[src/rtl/vga_timing_pkg.sv]
// Shared definitions for the VGA raster timing generator: 640x480@60 defaults,
// axis-total helpers and the sync polarity type.
package vga_timing_pkg;

    typedef enum logic {
        SYNC_ACTIVE_LOW  = 1'b0,
        SYNC_ACTIVE_HIGH = 1'b1
    } sync_pol_e;

    localparam int DEF_H_VISIBLE = 640;
    localparam int DEF_H_FRONT   = 16;
    localparam int DEF_H_SYNC    = 96;
    localparam int DEF_H_BACK    = 48;
    localparam int DEF_V_VISIBLE = 480;
    localparam int DEF_V_FRONT   = 10;
    localparam int DEF_V_SYNC    = 2;
    localparam int DEF_V_BACK    = 33;
    localparam int DEF_CNT_W     = 16;

    localparam sync_pol_e DEF_SYNC_POL = SYNC_ACTIVE_LOW;

    function automatic int axis_total(input int visible, input int front,
                                      input int sync, input int back);
        return visible + front + sync + back;
    endfunction

    function automatic int h_total(input int visible, input int front,
                                   input int sync, input int back);
        return axis_total(visible, front, sync, back);
    endfunction

    function automatic int v_total(input int visible, input int front,
                                   input int sync, input int back);
        return axis_total(visible, front, sync, back);
    endfunction

endpackage

[src/rtl/vga_axis_counter.sv]
// One raster axis: wrapping position counter with sync/visible decode and a
// registered wrap strobe that coincides with count returning to zero.
module vga_axis_counter
    import vga_timing_pkg::*;
#(
    parameter int        VISIBLE = DEF_H_VISIBLE,
    parameter int        FRONT   = DEF_H_FRONT,
    parameter int        SYNC    = DEF_H_SYNC,
    parameter int        BACK    = DEF_H_BACK,
    parameter sync_pol_e POL     = DEF_SYNC_POL,
    parameter int        CNT_W   = DEF_CNT_W
) (
    input  logic             clk,
    input  logic             rst_n,
    input  logic             inc,
    output logic [CNT_W-1:0] count,
    output logic             sync,
    output logic             visible,
    output logic             wrap
);

    localparam int               TOTAL      = axis_total(VISIBLE, FRONT, SYNC, BACK);
    localparam logic [CNT_W-1:0] LAST       = CNT_W'(TOTAL - 1);
    localparam logic [CNT_W-1:0] VIS_END    = CNT_W'(VISIBLE);
    localparam logic [CNT_W-1:0] SYNC_START = CNT_W'(VISIBLE + FRONT);
    localparam logic [CNT_W-1:0] SYNC_END   = CNT_W'(VISIBLE + FRONT + SYNC);
    localparam logic             SYNC_ACT   = logic'(POL);

    logic at_last;
    logic in_sync;

    assign at_last = (count == LAST);
    assign in_sync = (count >= SYNC_START) && (count < SYNC_END);

    // Decodes are forced to their idle levels while reset is held, so the
    // outputs read as the reset state even though count 0 is a visible pixel.
    assign sync    = (rst_n && in_sync) ? SYNC_ACT : ~SYNC_ACT;
    assign visible = rst_n && (count < VIS_END);

    always_ff @(posedge clk or negedge rst_n) begin
        if (!rst_n) begin
            count <= '0;
            wrap  <= 1'b0;
        end else begin
            // NOTE: non-blocking assignments keep every flop sampling the
            // pre-edge value of count, so wrap and the new count agree.
            wrap <= inc && at_last;
            if (inc) begin
                count <= at_last ? '0 : count + 1'b1;
            end
        end
    end

endmodule

[src/rtl/vga_timing_gen.sv]
// Parametrised VGA raster timing generator. Define VGA_TIMING_REG_OUT_EN to
// register hsync/vsync/active (all outputs then lag the counters by one clk).
module vga_timing_gen
    import vga_timing_pkg::*;
#(
    parameter int H_VISIBLE = DEF_H_VISIBLE,
    parameter int H_FRONT   = DEF_H_FRONT,
    parameter int H_SYNC    = DEF_H_SYNC,
    parameter int H_BACK    = DEF_H_BACK,
    parameter int V_VISIBLE = DEF_V_VISIBLE,
    parameter int V_FRONT   = DEF_V_FRONT,
    parameter int V_SYNC    = DEF_V_SYNC,
    parameter int V_BACK    = DEF_V_BACK,
    parameter bit HSYNC_POL = 1'b0,
    parameter bit VSYNC_POL = 1'b0,
    parameter int CNT_W     = DEF_CNT_W
) (
    input  logic             clk,
    input  logic             rst_n,
    input  logic             pix_en,
    output logic [CNT_W-1:0] h_count,
    output logic [CNT_W-1:0] v_count,
    output logic             hsync,
    output logic             vsync,
    output logic             active,
    output logic             line_end,
    output logic             frame_end
);

    localparam int H_TOTAL = h_total(H_VISIBLE, H_FRONT, H_SYNC, H_BACK);
    localparam int V_TOTAL = v_total(V_VISIBLE, V_FRONT, V_SYNC, V_BACK);

    if (H_TOTAL - 1 > 2**CNT_W - 1) begin : g_h_range_err
        $error("vga_timing_gen: H_TOTAL-1 does not fit in CNT_W bits");
    end
    if (V_TOTAL - 1 > 2**CNT_W - 1) begin : g_v_range_err
        $error("vga_timing_gen: V_TOTAL-1 does not fit in CNT_W bits");
    end
    if (H_VISIBLE == 0 || H_FRONT == 0 || H_SYNC == 0 || H_BACK == 0 ||
        V_VISIBLE == 0 || V_FRONT == 0 || V_SYNC == 0 || V_BACK == 0) begin : g_zero_err
        $error("vga_timing_gen: visible/porch/sync parameters must be non-zero");
    end

    logic [CNT_W-1:0] h_cnt;
    logic [CNT_W-1:0] v_cnt;
    logic             h_sync_c;
    logic             v_sync_c;
    logic             h_vis;
    logic             v_vis;
    logic             h_wrap;
    logic             v_wrap;
    logic             h_last;

    // The vertical axis steps on the same pix_en edge that wraps the line.
    assign h_last = (h_cnt == CNT_W'(H_TOTAL - 1));

    vga_axis_counter #(
        .VISIBLE (H_VISIBLE),
        .FRONT   (H_FRONT),
        .SYNC    (H_SYNC),
        .BACK    (H_BACK),
        .POL     (sync_pol_e'(HSYNC_POL)),
        .CNT_W   (CNT_W)
    ) u_h_axis (
        .clk     (clk),
        .rst_n   (rst_n),
        .inc     (pix_en),
        .count   (h_cnt),
        .sync    (h_sync_c),
        .visible (h_vis),
        .wrap    (h_wrap)
    );

    vga_axis_counter #(
        .VISIBLE (V_VISIBLE),
        .FRONT   (V_FRONT),
        .SYNC    (V_SYNC),
        .BACK    (V_BACK),
        .POL     (sync_pol_e'(VSYNC_POL)),
        .CNT_W   (CNT_W)
    ) u_v_axis (
        .clk     (clk),
        .rst_n   (rst_n),
        .inc     (pix_en & h_last),
        .count   (v_cnt),
        .sync    (v_sync_c),
        .visible (v_vis),
        .wrap    (v_wrap)
    );

`ifdef VGA_TIMING_REG_OUT_EN
    always_ff @(posedge clk or negedge rst_n) begin
        if (!rst_n) begin
            h_count   <= '0;
            v_count   <= '0;
            hsync     <= ~HSYNC_POL;
            vsync     <= ~VSYNC_POL;
            active    <= 1'b0;
            line_end  <= 1'b0;
            frame_end <= 1'b0;
        end else begin
            h_count   <= h_cnt;
            v_count   <= v_cnt;
            hsync     <= h_sync_c;
            vsync     <= v_sync_c;
            active    <= h_vis & v_vis;
            line_end  <= h_wrap;
            frame_end <= v_wrap;
        end
    end
`else
    assign h_count   = h_cnt;
    assign v_count   = v_cnt;
    assign hsync     = h_sync_c;
    assign vsync     = v_sync_c;
    assign active    = h_vis & v_vis;
    assign line_end  = h_wrap;
    assign frame_end = v_wrap;
`endif

endmodule
[config.mk]
export PLATFORM = sky130hd
export DESIGN_NAME = vga_timing_gen
export DESIGN_NICKNAME = d
export VERILOG_FILES = /design/src/rtl/vga_timing_pkg.sv /design/src/rtl/vga_axis_counter.sv /design/src/rtl/vga_timing_gen.sv
export SDC_FILE = /design/constraint.sdc
export NUM_CORES = 1
export LEC_CHECK = 0
export CAP_MARGIN = 20
export CORE_MARGIN = 5
export CORE_UTILIZATION = 35
export DETAILED_ROUTE_END_ITERATION = 10
export GPL_ROUTABILITY_DRIVEN = 0
export GPL_TIMING_DRIVEN = 0
export PLACE_DENSITY_LB_ADDON = 0.25
export SLEW_MARGIN = 20
export SYNTH_ARGS = -nofsm -noshare
export SYNTH_HDL_FRONTEND = slang
export SYNTH_SLANG_ARGS = --single-unit
export TNS_END_PERCENT = 1
[constraint.sdc]
create_clock -name clk -period 2.43 [get_ports clk]
set_clock_uncertainty 0.1 [all_clocks]
set_input_delay 0.3645 -clock clk [delete_from_list [all_inputs] [get_ports clk]]
set_output_delay 0.3645 -clock clk [all_outputs]
set_load 0.1 [all_outputs]
==> out/metrics.csv, run 1 <==
metric,value,unit
maximum fanout along the worst path,7,
P&R area growth vs syn,34.61,%
final std cells w/o fill,314,
failing checks,negative setup slack,
total congestion overflow,0,
Max Root-Sink Buffers,2,
WP data required,1.97,ns
end point of the critical path,active,
post-synthesis compound-gate area fraction,11.83,%
leakage power figure,1.160,nW
final wirelength,4667,um
Synth Cell Area,0.001862,mm2
Die ar.,0.006878,mm2
Multi-input gate area,947.2,um2
root buf cell,clkbuf_8,
CTS Buf Count,5,
Max transition margin,34.83,%
FILL cells,521,
IO Pins,40,
crit path launch type,flop,
combinational family with the most area after synthesis,simple AND/OR/NAND/NOR gates,
cells on worst reg2reg path,6,
"Primary FF master, synth",dfrtp_1,
drt drc,0,
synthesized flop and latch total,34,
Critical path origin,u_v_axis.count[11],
Max Clk Rate,376.5,MHz
endpoints failing setup,2,
"EDFF count, synth",0,
PD cells,657.5,mW/mm2
dpl hpwl,3343,um
DP Worst Slack,-0.8096,ns
"Design Area, Final",0.002506,mm2
Clock Sink Count,34,
placed cell count,305,
multiplexer share of the synthesized area,0,%
Total Power,1.648,mW
CTS tree,built,
vias in the first global route,1649,
vias,1639,
min cycle time layout,2.656,ns
"Avg Cell Area, Syn",9.499,um2
"Hold Vio Cnt, Final",0,
Post-Synth XOR/XNOR Area,7.056,%
Max-Cap Viols,0,
gr usage total,14.17,%
unrepaired setup endpoints after global routing,yes,
starting DRC count in detailed routing,72,
Mapped Nets,204,
initial core utilization,36.22,%
# diodes,0,
Least-Margin Pin Slew,0.9746,ns
first-pass GRT wire length,8093,um
"IR drop worst, VDD",0.7981,mV
Synth Area in Simple Gates,27.55,%
DR vias/cell,5.220,
Die W,82.94,um
Synth async-reset ratio,100.0,%
WP data arrival,2.19,ns
DR WL/cell,14.86,um
Final period util,109.3,%
post-layout util,48.76,%
Crit. End Element,output pin,
synth unique cells,42,
HP Class,in -> async,
Final Net Count,251,
synthesized instance count,196,
register area share after synthesis,45.70,%
core area,0.005140,mm2
status,"complete, but fails checks",
Final ANT Viol Nets,0,
port bufs,38,
layout cells sized above 1,11.89,%
most frequent cells in the layout,"dfrtp_1 (28), nor2_1 (21), clkdlybuf4s50_1 (21), o21ai_1 (16), nand2_1 (13)",
row count,26,
clk slew on worst S/H paths,0.07,ns
"commonest non-fill, non-tap cell in the layout",dfrtp_1,
die height,82.94,um
WS Path Type,reg -> out,
fin worst setup slack,-0.2258,ns
R2R Setup Slk,0.19,ns
FF-to-FF Start,u_v_axis.count[11],
H-tree lvl count,2,
pin count of the biggest net entering global routing,20,
Yosys Warn Count,0,
initial antenna violation count,0,
Synth Area in Adders,3.360,%
max-slew violations,0,
DP Area,0.002385,mm2
total iterations of the first detailed-routing run,4,
Worst-Skew Late Latency,0.29,ns
RR Endpoint,u_v_axis.count[14],
area occupied by registers,863.3,um2
==> where the power goes <==
group / internal [mW] / leakage (nW) / switching, mW
Sequential: 0.610 / 0.436 / 0.0753
Clock: 0.231 / 0.0455 / 0.197
Combinational: 0.126 / 0.679 / 0.408
Total: 0.967 / 1.16 / 0.680
==> logic make-up after synthesis <==
family | Yosys count
buffers and inverters | 16
AOI/OAI and AO/OA | 37
adders and majority gates | 5
and+or+nand+nor | 89
xor gates and xnor gates | 15
DFF | 34
==> worst min path at each step <==
stage | startpoint | end | slack [ns] | cells after the start
after global routing | rst_n | u_v_axis.count[15] | 0.008 | 2
after floorplan | rst_n | u_h_axis.count[0] | -0.03 | 0
after CTS | rst_n | u_v_axis.count[13] | 0.003 | 2
after detailed placement | rst_n | u_v_axis.count[5] | 0.25 | 1
after global placement | u_h_axis.count[15] | u_h_axis.count[15] | 0.39 | 1
final | rst_n | u_v_axis.count[13] | 0.001 | 2
==> cells in the mapped netlist (5+ instances only) <==
library cell / count / share of area (%)
dfrtp_1: 34 / 46
xnor2_1: 12 / 5.6
o21ai_1: 16 / 4.3
nand2_1: 13 / 2.6
nand3_1: 10 / 2.7
nor2_1: 21 / 4.2
ha_1: 5 / 3.4
inv_1: 9 / 1.8
o31ai_1: 6 / 2.4
nand4_1: 12 / 4.0
==> area by class of cell <==
| type | count | share of cell area (%) |
|---|---|---|
| inverter | 9 | 1.348 |
| timing repair buffer | 40 | 17.32 |
| buffer | 7 | 1.997 |
| clock buffer | 8 | 3.595 |
| multi-input combinational | 146 | 37.79 |
| sequential | 34 | 34.45 |
| tap | 70 | 3.495 |
==> sequential cells by signal, indices dropped and copies added (netlist names) <==
signal and flops:
u_h_axis.count 16, u_h_axis.wrap 1, u_v_axis.count 16, u_v_axis.wrap 1
==> per-layer routing <==
layer	up-vias	global-route usage, %	wire length, um
met5	-	0	0
met4	0	3.715	25
met3	3	4.455	252
met2	43	21.72	2179
met1	790	19.33	2210
li1	803	-	-
==> worst max-delay path, cell delays in order (launching register included) <==
cell     delay, ns
dfrtp_4       0.50
or4_4         0.58
or3_4         0.36
nor4_4        0.19
buf_6         0.27
==> timing repair <==
action                                 CTS  global route
buffers inserted                         0             0
hold buffers                             1             0
setup endpoints to repair                6            13
endpoints found under the hold margin   15             0
gates cloned                             0             0
gates resized for setup                 14            14
==> through the flow <==
stage,setup TNS (ns),hold slack (ns)
after floorplan,-2.491,-0.03109
after global placement,-6.037,0.3854
after detailed placement,-1.624,0.2458
after CTS,-0.5584,0.002846
after global routing,-0.4457,0.008068
final,-0.3418,0.001208
Power figures use the tool's default switching activity.
==> run 2: changes to the inputs <==
--- a/config.mk
+++ b/config.mk
@@ -5,13 +5,14 @@
 export SDC_FILE = /design/constraint.sdc
 export NUM_CORES = 1
 export LEC_CHECK = 0
-export CAP_MARGIN = 20
+export CAP_MARGIN = 15
 export CORE_MARGIN = 5
 export CORE_UTILIZATION = 35
 export DETAILED_ROUTE_END_ITERATION = 10
 export GPL_ROUTABILITY_DRIVEN = 0
 export GPL_TIMING_DRIVEN = 0
 export PLACE_DENSITY_LB_ADDON = 0.25
+export SKIP_CTS_REPAIR_TIMING = 1
 export SLEW_MARGIN = 20
 export SYNTH_ARGS = -nofsm -noshare
 export SYNTH_HDL_FRONTEND = slang
==> run 2 against run 1 <==
  * The run still ends with negative setup slack left
  * Via count decreased by 2.0%
  * Count of clock-buffer cells in the layout unchanged
  * Largest cell class unchanged
  * Design area increased by 0.20%
  * Global-route usage decreased by 0.12 points
  * Critical path type unchanged
  * Clock power about the same
==> out/metrics.csv, run 2 (synthesis gave the netlist of run 1 again) <==
metric,value,unit,change
total congestion overflow,0,,unchanged
Sequential Power Share,41.6,%,about the same
drt drc,0,,unchanged
TNS Setup,-0.2237,ns,+0.1181 ns
IO Pins,40,,unchanged
"Hold Vio Cnt, Final",0,,unchanged
# diodes,0,,unchanged
status,"complete, but fails checks",,
WS Path Type,reg -> out,,
maximum fanout along the worst path,7,,unchanged
Final Net Count,251,,unchanged
DR vias/cell,5.118,,-2.0%
Clock Power Share,25.9,%,about the same
Die W,82.94,um,unchanged
min cycle time layout,2.654,ns,-0.002145 ns
max-slew violations,0,,unchanged
WP data arrival,2.19,ns,about the same
layout cells sized above 1,11.89,%,unchanged
Final ANT Viol Nets,0,,unchanged
leakage power figure,1.198,nW,+3.3%
post-layout util,48.86,%,+0.097 points
first-pass GRT wire length,8024,um,-0.85%
Clock Sink Count,34,,unchanged
DP Worst Slack,-0.8096,ns,unchanged
Max transition margin,34.82,%,about the same
DR WL/cell,14.85,um,-0.11%
HP Class,in -> async,,
core area,0.005140,mm2,unchanged
P&R area growth vs syn,34.88,%,
unrepaired setup endpoints after global routing,yes,,
Least-Margin Pin Slew,0.9746,ns,+0.00004506 ns
Crit. End Element,output pin,,
final wirelength,4662,um,-0.11%
Multi-input gate area,947.2,um2,unchanged
worst stage delay on the critical path,0.58,ns,about the same
root buf cell,clkbuf_8,,
area occupied by registers,863.3,um2,unchanged
Total Power,1.646,mW,-0.10%
failing checks,negative setup slack,,
vias in the first global route,1639,,-0.61%
Switching Share,41.22,%,-0.060 points
WP data required,1.97,ns,about the same
starting DRC count in detailed routing,67,,-6.9%
FILL cells,518,,-0.58%
row count,26,,unchanged
die height,82.94,um,unchanged
"commonest non-fill, non-tap cell in the layout",dfrtp_1,,
CTS tree,built,,
pin count of the biggest net entering global routing,20,,unchanged
most frequent cells in the layout,"dfrtp_1 (28), nor2_1 (21), clkdlybuf4s50_1 (21), o21ai_1 (16)",,
port bufs,38,,unchanged
fin worst setup slack,-0.2237,ns,+0.002145 ns
initial core utilization,36.22,%,unchanged
CTS Buf Count,5,,unchanged
Slowest cell on crit path,or4_4,,
Comb pwr share,32.5,%,about the same
Max Clk Rate,376.8,MHz,about the same
Largest regs,"u_h_axis.count (16), u_v_axis.count (16)",,
"CP delay by family, top",simple AND/OR/NAND/NOR gates,,
endpoints failing setup,1,,-1
Max-Cap Viols,0,,unchanged
P_int,0.9675,mW,about the same
clk slew on worst S/H paths,0.07,ns,about the same
switching power,0.6786,mW,-0.25%
crit path launch type,flop,,
Die ar.,0.006878,mm2,unchanged
H-tree lvl count,2,,unchanged
gr usage total,14.04,%,-0.12 points
total iterations of the first detailed-routing run,4,,unchanged
PD cells,655.5,mW/mm2,-0.30%
Worst-Skew Late Latency,0.29,ns,about the same
sequence of cells on the critical path,or4_4 -> or3_4 -> nor4_4 -> buf_6,,
"IR drop worst, VDD",0.7970,mV,-0.14%
dpl hpwl,3343,um,unchanged
CP bufs+invs,1,,unchanged
vias,1607,,-2.0%
Final period util,109.2,%,about the same
Max Root-Sink Buffers,2,,unchanged
initial antenna violation count,0,,unchanged
==> run 2: per-stage QoR <==
stage	instances	instance area (um2)	hold WS, ns
4_1_cts	313	2475	-0.06941
6_report	314	2511	0.006147
3_5_place_dp	305	2385	0.2458
2_1_floorplan	196	1894	-0.03109
5_1_grt	314	2511	0.01079
3_3_place_gp	304	2362	0.3854
==> run 2: power by group through the flow <==
stage	registers (mW)	clock network [mW]	logic (mW)
finish	0.685	0.427	0.534
floorplan	1.00	0	0.0911
detailed placement	0.697	0	0.538
CTS	0.688	0.440	0.539
global route	0.697	0.465	0.560
global placement	0.698	0	0.529
==> run 2: cell type report <==
class | count | area share [%]
plain buffers | 7 | 1.993
clock buffers | 8 | 3.587
inverters | 9 | 1.345
multi-input cells | 146 | 37.72
flip-flops and latches | 34 | 34.38
well taps | 70 | 3.488
repair buffers | 40 | 17.49
==> run 2: path summary, 6_finish.rpt <==
kind                                    start            endpoint  slack [ns]  cells past startpoint
min reg2reg                u_h_axis.count[15]  u_h_axis.count[15]        0.40                      1
max in group asynchronous               rst_n   u_v_axis.count[1]        1.06                      2
min                                     rst_n  u_v_axis.count[13]       0.006                      2
max                        u_v_axis.count[11]              active       -0.22                      4
min in group clk                       pix_en   u_h_axis.count[1]        0.35                      3
max reg2reg                u_v_axis.count[11]   u_v_axis.count[6]        0.19                      6
==> run 2: metal layers <==
layer | vias up | track usage (%) | wire (um)
met2 | 45 | 21.50 | 2180
met5 | - | 0 | 0
met4 | 0 | 3.715 | 25
met3 | 3 | 4.653 | 273
met1 | 762 | 19.02 | 2183
li1 | 797 | - | -
